===== src/rtl/dac_spi_writer_if.sv =====
// Sample-side and SPI/DAC-side signals of the dual-DAC SPI writer.
// slave is the writer itself; master is whoever drives the samples and watches the pins.
interface dac_spi_writer_if;
  logic        clk_sampling;
  logic        enableA;
  logic        enableB;
  logic [11:0] dacA_word;
  logic [11:0] dacB_word;
  logic        ovr_clr;
  logic        spi_sclk;
  logic        spi_mosi;
  logic        spi_cs_n;
  logic        dac_ldac_n;
  logic        busy;
  logic        done;
  logic        overrun;

  modport master (
    output clk_sampling, enableA, enableB, dacA_word, dacB_word, ovr_clr,
    input  spi_sclk, spi_mosi, spi_cs_n, dac_ldac_n, busy, done, overrun
  );

  modport slave (
    input  clk_sampling, enableA, enableB, dacA_word, dacB_word, ovr_clr,
    output spi_sclk, spi_mosi, spi_cs_n, dac_ldac_n, busy, done, overrun
  );
endinterface


===== src/rtl/dac_spi_writer.sv =====
// Serialises two latched 12-bit DAC words as MCP4922-style SPI frames (A then B),
// then strobes LDAC so both outputs update together. All outputs are registered.
module dac_spi_writer #(
  parameter int unsigned CLK_DIV = 2,
  parameter int unsigned CS_GAP  = 2,
  parameter int unsigned LDAC_W  = 2
) (
  input  logic           clk,
  input  logic           reset_n,
  dac_spi_writer_if.slave bus
);
  localparam int unsigned MaxDg  = (CLK_DIV > CS_GAP) ? CLK_DIV : CS_GAP;
  localparam int unsigned CntMax = (MaxDg > LDAC_W) ? MaxDg : LDAC_W;
  localparam int unsigned CntW   = (CntMax > 1) ? $clog2(CntMax) : 1;
  localparam logic [CntW-1:0] DivLast  = CntW'(CLK_DIV - 1);
  localparam logic [CntW-1:0] GapLast  = CntW'(CS_GAP - 1);
  localparam logic [CntW-1:0] LdacLast = CntW'(LDAC_W - 1);

  typedef enum logic [2:0] {StIdle, StShiftA, StGapA, StShiftB, StGapB, StLdac} state_e;

  state_e          state_q, state_d;
  logic [CntW-1:0] cnt_q, cnt_d;
  logic [3:0]      bit_q, bit_d;
  logic [15:0]     shreg_q, shreg_d;
  logic [15:0]     frame_b_q, frame_b_d;
  logic            sclk_q, sclk_d, mosi_q, mosi_d, cs_n_q, cs_n_d, ldac_n_q, ldac_n_d;
  logic            busy_q, busy_d, done_q, done_d, overrun_q, overrun_d;
  logic [15:0]     frame_a;

  assign frame_a = {3'b001, bus.enableA, bus.dacA_word};

  always_comb begin
    state_d   = state_q;
    cnt_d     = cnt_q;
    bit_d     = bit_q;
    shreg_d   = shreg_q;
    frame_b_d = frame_b_q;
    sclk_d    = sclk_q;
    mosi_d    = mosi_q;
    cs_n_d    = cs_n_q;
    ldac_n_d  = ldac_n_q;
    busy_d    = busy_q;
    done_d    = 1'b0;
    // A drop wins over a simultaneous clear.
    overrun_d = (overrun_q & ~bus.ovr_clr) | (bus.clk_sampling & busy_q);

    unique case (state_q)
      StIdle: begin
        if (bus.clk_sampling) begin
          shreg_d   = frame_a;
          frame_b_d = {3'b101, bus.enableB, bus.dacB_word};
          mosi_d    = frame_a[15];
          cs_n_d    = 1'b0;
          busy_d    = 1'b1;
          cnt_d     = '0;
          bit_d     = '0;
          state_d   = StShiftA;
        end
      end
      StShiftA, StShiftB: begin
        if (cnt_q == DivLast) begin
          cnt_d = '0;
          if (!sclk_q) begin
            sclk_d = 1'b1;
          end else begin
            sclk_d = 1'b0;
            if (bit_q == 4'd15) begin
              cs_n_d  = 1'b1;
              mosi_d  = 1'b0;
              state_d = (state_q == StShiftA) ? StGapA : StGapB;
            end else begin
              bit_d   = bit_q + 4'd1;
              shreg_d = {shreg_q[14:0], 1'b0};
              mosi_d  = shreg_q[14];
            end
          end
        end else begin
          cnt_d = cnt_q + 1'b1;
        end
      end
      StGapA: begin
        if (cnt_q == GapLast) begin
          cnt_d   = '0;
          bit_d   = '0;
          cs_n_d  = 1'b0;
          shreg_d = frame_b_q;
          mosi_d  = frame_b_q[15];
          state_d = StShiftB;
        end else begin
          cnt_d = cnt_q + 1'b1;
        end
      end
      StGapB: begin
        if (cnt_q == GapLast) begin
          cnt_d    = '0;
          ldac_n_d = 1'b0;
          state_d  = StLdac;
        end else begin
          cnt_d = cnt_q + 1'b1;
        end
      end
      StLdac: begin
        if (cnt_q == LdacLast) begin
          cnt_d    = '0;
          ldac_n_d = 1'b1;
          busy_d   = 1'b0;
          done_d   = 1'b1;
          state_d  = StIdle;
        end else begin
          cnt_d = cnt_q + 1'b1;
        end
      end
      default: state_d = StIdle;
    endcase
  end

  always_ff @(posedge clk or negedge reset_n) begin
    if (!reset_n) begin
      state_q   <= StIdle;
      cnt_q     <= '0;
      bit_q     <= '0;
      shreg_q   <= '0;
      frame_b_q <= '0;
      sclk_q    <= 1'b0;
      mosi_q    <= 1'b0;
      cs_n_q    <= 1'b1;
      ldac_n_q  <= 1'b1;
      busy_q    <= 1'b0;
      done_q    <= 1'b0;
      overrun_q <= 1'b0;
    end else begin
      state_q   <= state_d;
      cnt_q     <= cnt_d;
      bit_q     <= bit_d;
      shreg_q   <= shreg_d;
      frame_b_q <= frame_b_d;
      sclk_q    <= sclk_d;
      mosi_q    <= mosi_d;
      cs_n_q    <= cs_n_d;
      ldac_n_q  <= ldac_n_d;
      busy_q    <= busy_d;
      done_q    <= done_d;
      overrun_q <= overrun_d;
    end
  end

  assign bus.spi_sclk   = sclk_q;
  assign bus.spi_mosi   = mosi_q;
  assign bus.spi_cs_n   = cs_n_q;
  assign bus.dac_ldac_n = ldac_n_q;
  assign bus.busy       = busy_q;
  assign bus.done       = done_q;
  assign bus.overrun    = overrun_q;
endmodule

===== src/flat_wrapper.sv =====
// flat-port wrapper written by rule: the top's interface ports become plain ports
module dac_spi_writer_flat 
#(
  parameter int unsigned CLK_DIV = 2,
  parameter int unsigned CS_GAP  = 2,
  parameter int unsigned LDAC_W  = 2
)
  (clk, reset_n, bus_clk_sampling, bus_enableA, bus_enableB, bus_dacA_word, bus_dacB_word, bus_ovr_clr, bus_spi_sclk, bus_spi_mosi, bus_spi_cs_n, bus_dac_ldac_n, bus_busy, bus_done, bus_overrun);
  dac_spi_writer_if bus_i ();
  input  logic clk;
  input  logic reset_n;
  input wire logic [$bits(bus_i.clk_sampling)-1:0] bus_clk_sampling;
  input wire logic [$bits(bus_i.enableA)-1:0] bus_enableA;
  input wire logic [$bits(bus_i.enableB)-1:0] bus_enableB;
  input wire logic [$bits(bus_i.dacA_word)-1:0] bus_dacA_word;
  input wire logic [$bits(bus_i.dacB_word)-1:0] bus_dacB_word;
  input wire logic [$bits(bus_i.ovr_clr)-1:0] bus_ovr_clr;
  output wire logic [$bits(bus_i.spi_sclk)-1:0] bus_spi_sclk;
  output wire logic [$bits(bus_i.spi_mosi)-1:0] bus_spi_mosi;
  output wire logic [$bits(bus_i.spi_cs_n)-1:0] bus_spi_cs_n;
  output wire logic [$bits(bus_i.dac_ldac_n)-1:0] bus_dac_ldac_n;
  output wire logic [$bits(bus_i.busy)-1:0] bus_busy;
  output wire logic [$bits(bus_i.done)-1:0] bus_done;
  output wire logic [$bits(bus_i.overrun)-1:0] bus_overrun;
  assign bus_i.clk_sampling = bus_clk_sampling;
  assign bus_i.enableA = bus_enableA;
  assign bus_i.enableB = bus_enableB;
  assign bus_i.dacA_word = bus_dacA_word;
  assign bus_i.dacB_word = bus_dacB_word;
  assign bus_i.ovr_clr = bus_ovr_clr;
  assign bus_spi_sclk = bus_i.spi_sclk;
  assign bus_spi_mosi = bus_i.spi_mosi;
  assign bus_spi_cs_n = bus_i.spi_cs_n;
  assign bus_dac_ldac_n = bus_i.dac_ldac_n;
  assign bus_busy = bus_i.busy;
  assign bus_done = bus_i.done;
  assign bus_overrun = bus_i.overrun;
  dac_spi_writer #(.CLK_DIV(CLK_DIV), .CS_GAP(CS_GAP), .LDAC_W(LDAC_W)) u_core (.clk(clk), .reset_n(reset_n), .bus(bus_i));
endmodule

===== config.mk =====
export PLATFORM = sky130hd
export DESIGN_NAME = dac_spi_writer_flat
export DESIGN_NICKNAME = d
export VERILOG_FILES = /design/src/rtl/dac_spi_writer_if.sv /design/src/rtl/dac_spi_writer.sv /design/src/flat_wrapper.sv
export SDC_FILE = /design/constraint.sdc
export NUM_CORES = 1
export LEC_CHECK = 0
export ABC_AREA = 1
export CORE_MARGIN = 5
export CORE_UTILIZATION = 40
export DETAILED_ROUTE_END_ITERATION = 8
export PLACE_DENSITY = 0.65
export SETUP_SLACK_MARGIN = 0.3
export SYNTH_ARGS = -nofsm -noshare
export SYNTH_HDL_FRONTEND = slang
export SYNTH_SLANG_ARGS = --single-unit

===== constraint.sdc =====
create_clock -name clk -period 1.2 [get_ports clk]
set_input_delay 0.24 -clock clk [delete_from_list [all_inputs] [get_ports clk]]
set_output_delay 0.24 -clock clk [all_outputs]
set_load 0.01 [all_outputs]

; ---- Word-level counts from Yosys, hierarchy flattened
; Index checks and enable logic that the tools add are counted.
[totals]
register_bits = 44
inputBits = 30
output_inout_bits = 7
word_cells = 89
[op_classes]
n_addsub = 2
eq_ne = 14
mux = 41
bitwise_logic = 4
n_reduce_logical = 16
[op_table]
columns = op, n
row1 = two-way mux 15 bit, 5
row2 = one-hot mux 15 bit (3 select lines), 1
row3 = two-way mux 3 bit, 8
row4 = two-way mux 4 bit, 5
row5 = two-way mux 1 bit, 15
row6 = one-hot mux 3 bit (5 select lines), 1
row7 = "!= test 2 x 1 -> 1 bit, second input constant", 6
row8 = one-hot mux 4 bit (3 select lines), 1
row9 = AND reduction 6 bit, 2
row10 = AND reduction 7 bit, 1
row11 = "== test 3 x 2 -> 1 bit, second input constant", 2
row12 = "== test 3 bit, second input constant", 2
row13 = one-hot mux 1 bit (2 select lines), 3
row14 = one-hot mux 1 bit (3 select lines), 2
row15 = AND reduction 2 bit, 3
row16 = AND reduction 3 bit, 2
row17 = nonzero test 2 bit, 3
row18 = AND reduction 5 bit, 1
row19 = OR reduction 5 bit, 1
row20 = "adder 4 x 1 -> 4 bit, second input constant", 1
row21 = "== test 4 bit, second input constant", 1
row22 = "!= test 2 bit, second input constant", 2
row23 = "== test 3 x 1 -> 1 bit, second input constant", 1
row24 = zero test 3 bit, 1
row25 = 6 further kinds, 7

; ---- Logic depth before layout (Yosys ltp)
[logic_depth]
depth_word = 6
depth_mapped = 9
mapped_depth_nobuf = 8

; ---- Least setup slack after synthesis
; No wires, ideal clock.
[synth_path]
path_kind = reg2reg
startpoint = register u_core.bit_q[0]
endpoint = register u_core.shreg_q[10]
setup_ns = 0.117
arrival_time_ns = 1.202
t_required_ns = 1.083
slack_ns = -0.120
stages_incl_launch_ff = 8
n_path_buf = 1
synth_period_minus_slack_ns = 1.320
path_cell_list = dfrtp_1 > ha_1 > nand3_1 > or2_4 > nand3_4 > buf_6 > nand2_1 > nand2_1
[synth_via]
elab_chain_cells = 3
[synth_rtl]
columns = element, line_no
row1 = from (decl), dac_spi_writer.sv:23  ; logic [3:0] bit_q, bit_d;
row2 = from (signal assigned), dac_spi_writer.sv:134  ; bit_q <= bit_d;
row3 = == test 4 bit, dac_spi_writer.sv:67  ; if (bit_q == 4'd15) begin
row4 = != test 2 bit (no line), -
row5 = AND reduction 6 bit (no line), -
row6 = to (signal assigned), dac_spi_writer.sv:135  ; shreg_q <= shreg_d;
row7 = to (decl), dac_spi_writer.sv:24  ; logic [15:0] shreg_q, shreg_d;
; Every way passes these cells.
; A chain may end at the register's enable or synchronous reset.

; ---- Final worst setup path
[layout_path]
startpoint = register u_core.state_q[0]
endpoint = register u_core.shreg_q[0]
[layout_via]
elab_chain_cells = 4
word_cells_on_any_way = 13
cone_classes = eq/ne: 8 / mux: 1 / reduce/logical: 4
[layout_rtl]
columns = element, line_no
row1 = from (decl), dac_spi_writer.sv:21  ; state_e state_q, state_d;
row2 = from (signal assigned), dac_spi_writer.sv:119  ; state_q <= StIdle;
row3 = from (signal assigned), dac_spi_writer.sv:132  ; state_q <= state_d;
row4 = == test 3 x 2 -> 1 bit / == test 3 x 1 -> 1 bit (equally long branches), dac_spi_writer.sv:47  ; unique case (state_q)
row5 = OR reduction 2 bit, dac_spi_writer.sv:47
row6 = "!= test 2 x 1 -> 1 bit (no line), or another cell as far along", -
row7 = AND reduction 6 bit (no line), -
; Several ways; a longest one is shown, not always the timed one.

==> summary.md <==
The run finished, with violations left. The checks that failed: negative hold slack, negative setup slack. After routing, the total negative slack on setup checks comes to -3.561 ns.

The most common cell in the synthesized netlist is sky130_fd_sc_hd__nand2_1. The number of clock sinks is 44, and the average cell area after synthesis is 7.836 sq um. The number of enable-type register cells in the synthesized netlist is 0.

For the hold violation total from the final report, the log shows 13. The tool flagged a number of max-cap violations equal to 0. IR analysis of the VDD net gives a maximum drop of 1593 uV.

Summing all placed instances gives a cell area of 2945 sq um. The tools report the startpoint of the worst setup timing path as u_core.state_q[0]. For this configuration, the core starts out at a cell density of 41.44%.

Die extent in y: 85.76 um. The mean number of vias per cell works out to 5.195. For the worst-skew pair, the clock arrives at the later sink with an insertion delay of 0.30 ns. The destination of the worst register-to-register timing path was u_core.shreg_q[0].

The kind of cell with the highest combined delay on the critical path was flip-flops. Traced cell by cell, the critical path runs through nor2_4, a21oi_4, bufbuf_16, nand3_1, nand2_1. Setup repair after global routing could not meet its margin everywhere. Detailed placement finished with a half-perimeter wire length of 4224 um. At the pin with the least slew margin, the transition time is 0.3846 ns. The average wire per standard cell works out to 15.59 um. In this run the remaining antenna-violating nets after routing total 0. The finished cells cover 3478 sq um. TritonCTS built the clock tree. The tools report the startpoint of the worst register-to-register path as u_core.state_q[0]. The startpoint-to-endpoint class of the critical path is register to register.

Ranked by total cell area, the synthesized netlist is headed by sky130_fd_sc_hd__dfrtp_1 46%, sky130_fd_sc_hd__nand3_1 17%, sky130_fd_sc_hd__nand2_1 17%. The worst register-to-register path has a setup slack of -0.14 ns. The clock passes through at most 2 buffers. The final layout net count is 395. Counting instances in the post-synthesis netlist gives the leading cell types as 103 x sky130_fd_sc_hd__nand2_1, 79 x sky130_fd_sc_hd__nand3_1, 42 x sky130_fd_sc_hd__dfrtp_1.

The first global-routing pass estimated 11110 um of wire. On the worst path, the slowest cell contributes a delay of 0.50 ns. After clock tree synthesis, the clock-pin slew on the worst setup and hold paths is 0.08 ns.

For the weighted congestion reported at the end of routability-driven placement, the log shows 0.8312. Type of the worst min-delay path: input port to asynchronous set/reset pin. Pin placement for this block handled 37 I/O pins. For the sequential cell area fraction in the yosys report, the log shows 48.07%. Placement row count: 27.

For the hold slack, the log shows -0.1536 ns. The run gives 293 as the cell count after synthesis. The kind of start point of the critical path was a register. The synthesized design spends more area on one cell type than any other, namely sky130_fd_sc_hd__dfrtp_1. Counting I/O delays and the setup requirement, the final critical path takes 1.343 ns.

The logs give 324 for the synthesized net count and 6815 um for the total wire length after detailed routing. The global-route congestion overflow total was 0; the count of distinct cell types in the synthesized netlist was 27. The number of cells on the worst reg-to-reg path is 5. The number of antenna repair diodes was 0. Least setup slack across all paths after layout: -0.1427 ns. The async set-or-reset flop fraction in the synthesized netlist was 100.0%. The logs give 1.39 ns for the required time of the worst setup path and 39 for the count of final setup violators.

In this run the clock root is driven by a sky130_fd_sc_hd__clkbuf_8. The number of iterations in the first detailed-routing pass came out at 4. The run gives 5540 sq um as the floorplan core area. The maximum frequency from static timing analysis came out at 744.7 MHz.

The tools report the data arrival time of the critical path as 1.54 ns. Counting buffers and inverters, the worst setup path is 5 cells deep. Entering global routing, the biggest net connects 18 pins. In this run the biggest area consumer among cell types represents 45.78% of the synthesized area. In the routed design, unresolved DRC markers number 0. For the number of global-route vias before repair, the log shows 2296.

The run gives 175 as the violation count after the first detailed-routing iteration. The number of buffer and inverter instances along the worst setup path works out to 1. Among all flip-flop cells after synthesis, the most frequent one is sky130_fd_sc_hd__dfrtp_1. The logs give 2296 sq um for the cell area after synthesis and 19.43% for the overall routing resource usage.

The synthesized design contains 44 register bits. The total vias in the final route was 2270; the H-tree depth was 2. The area added between synthesis and finish is 51.50%, and the post-route fraction of the period consumed by the critical path is 111.9%. Remaining max-slew budget at the tightest pin: 74.36%. Along the worst path, the maximum fanout reaches 11.

The die covers 7355 sq um. The count of buffers added on input and output ports is 36. The library cell contributing the largest single delay on the critical path was sky130_fd_sc_hd__dfrtp_2. The most critical setup path has its endpoint at u_core.shreg_q[0].

In the final layout, the share of cells above drive strength 1 is 33.70%. The tools report the number of antenna violations at the first check in global routing as 0. The power density over cell area works out to 2647 nW/um^2. The max-slew violation total from the final report is 0, and the x dimension of the die is 85.76 um. The post-route clock skew was 0.007251 ns; the number of synthesis warnings was 0. Cells fill 62.78% of the core in the end.

The worst setup path is captured at a register. Summed over all cells, the static leakage comes to 1.702 nW. The total CTS buffers is 5.
-- where the power goes --
group	internal, mW	switching (mW)
combinational	2.53	3.18
sequential	2.13	0.440
clock	0.410	0.522
-- cell families (layout without fill, tap and decap cells) --
logic type / after synthesis / count (layout) / synth area share (%)
buffers and inverters: 32 / 101 / 6.975
DFF: 44 / 44 / 48.07
AOI/OAI and AO/OA: 11 / 11 / 3.052
xor gates and xnor gates: 1 / 1 / 0.3815
adders and majority gates: 1 / 1 / 0.5449
and+or+nand+nor: 204 / 207 / 40.98
-- flip-flops by register name (all words and copies together) (netlist names) --
name	count
u_core.frame_b_q	14
u_core.bus.done	1
u_core.bus.busy	1
u_core.cnt_q	1
u_core.bus.dac_ldac_n	1
u_core.state_q	3
u_core.bus.spi_sclk	1
u_core.bus.spi_cs_n	1
u_core.bus.spi_mosi	1
u_core.bus.overrun	1
u_core.bit_q	4
u_core.shreg_q	15
-- final cells by class --
| type | count | area [sq um] |
|---|---|---|
| fill | 483 | 2062 |
| multi-input combinational | 220 | 1328 |
| sequential | 44 | 1106 |
| timing repair buffer | 77 | 795.8 |
| tap | 72 | 90.09 |
| inverter | 16 | 77.57 |
| clock buffer | 7 | 76.32 |
| clock inverter | 1 | 5.005 |
-- per-stage QoR --
stage	instances	setup WS [ns]	total power [mW]	hold WS, ns
6_report	437	-0.1427	9.207	-0.1536
5_1_grt	437	-0.2339	9.854	-0.1329
4_1_cts	432	-0.1047	8.808	-0.1505
3_5_place_dp	413	-0.3784	6.857	0.1809
3_3_place_gp	413	-0.3724	6.790	0.1760
2_1_floorplan	293	-0.07451	5.378	-0.05559
-- worst register-to-register path, cell delays in order, from the launching register on --
cell and delay, ns:
sky130_fd_sc_hd__dfrtp_2 0.50, sky130_fd_sc_hd__nor2_4 0.22, sky130_fd_sc_hd__a21oi_4 0.10, sky130_fd_sc_hd__bufbuf_16 0.29
sky130_fd_sc_hd__nand3_1 0.08, sky130_fd_sc_hd__nand2_1 0.06
-- repair_timing --
action,4_1_cts,5_1_grt
buffers inserted,6,5
gates resized for setup,85,23
cloned,5,0
hold endpoints to repair,13,13
endpoints found under the setup margin,50,50
pin swaps,23,7
-- worst min-delay path by stage --
stage / start / to / cells past startpoint / slack (ns)
global route: reset_n / u_core.frame_b_q[6] / 1 / -0.13
floorplan: reset_n / u_core.bit_q[0] / 0 / -0.06
finish: reset_n / u_core.frame_b_q[12] / 1 / -0.15
detailed placement: reset_n / u_core.frame_b_q[2] / 1 / 0.18
global placement: reset_n / u_core.frame_b_q[2] / 1 / 0.18
CTS: reset_n / u_core.frame_b_q[12] / 1 / -0.15
-- metal layers --
metal	vias to the layer above	wire [um]	global-route usage, %
met2	79	3459	32.77
met3	12	394	3.170
met4	0	129	8.633
met1	1069	2832	24.47
li1	1110	-	-
met5	-	0	0
-- cells in the final DEF, fill, tap and decap left out, types with 5 or more instances in the layout --
cell type / netlist / layout
sky130_fd_sc_hd__nand2_1: 103 / 93
sky130_fd_sc_hd__nand3_1: 79 / 55
sky130_fd_sc_hd__dfrtp_1: 42 / 40
sky130_fd_sc_hd__clkdlybuf4s50_1: 0 / 28
sky130_fd_sc_hd__buf_4: 2 / 25
sky130_fd_sc_hd__nand3_2: 0 / 23
sky130_fd_sc_hd__nand2_2: 4 / 10
sky130_fd_sc_hd__inv_1: 11 / 9
sky130_fd_sc_hd__buf_6: 2 / 8
sky130_fd_sc_hd__nand4_1: 6 / 6
sky130_fd_sc_hd__nor2_4: 3 / 6
sky130_fd_sc_hd__buf_12: 0 / 6
sky130_fd_sc_hd__inv_2: 4 / 5
sky130_fd_sc_hd__clkbuf_8: 0 / 5
sky130_fd_sc_hd__buf_2: 10 / 5
Power figures use the tool's default switching activity.
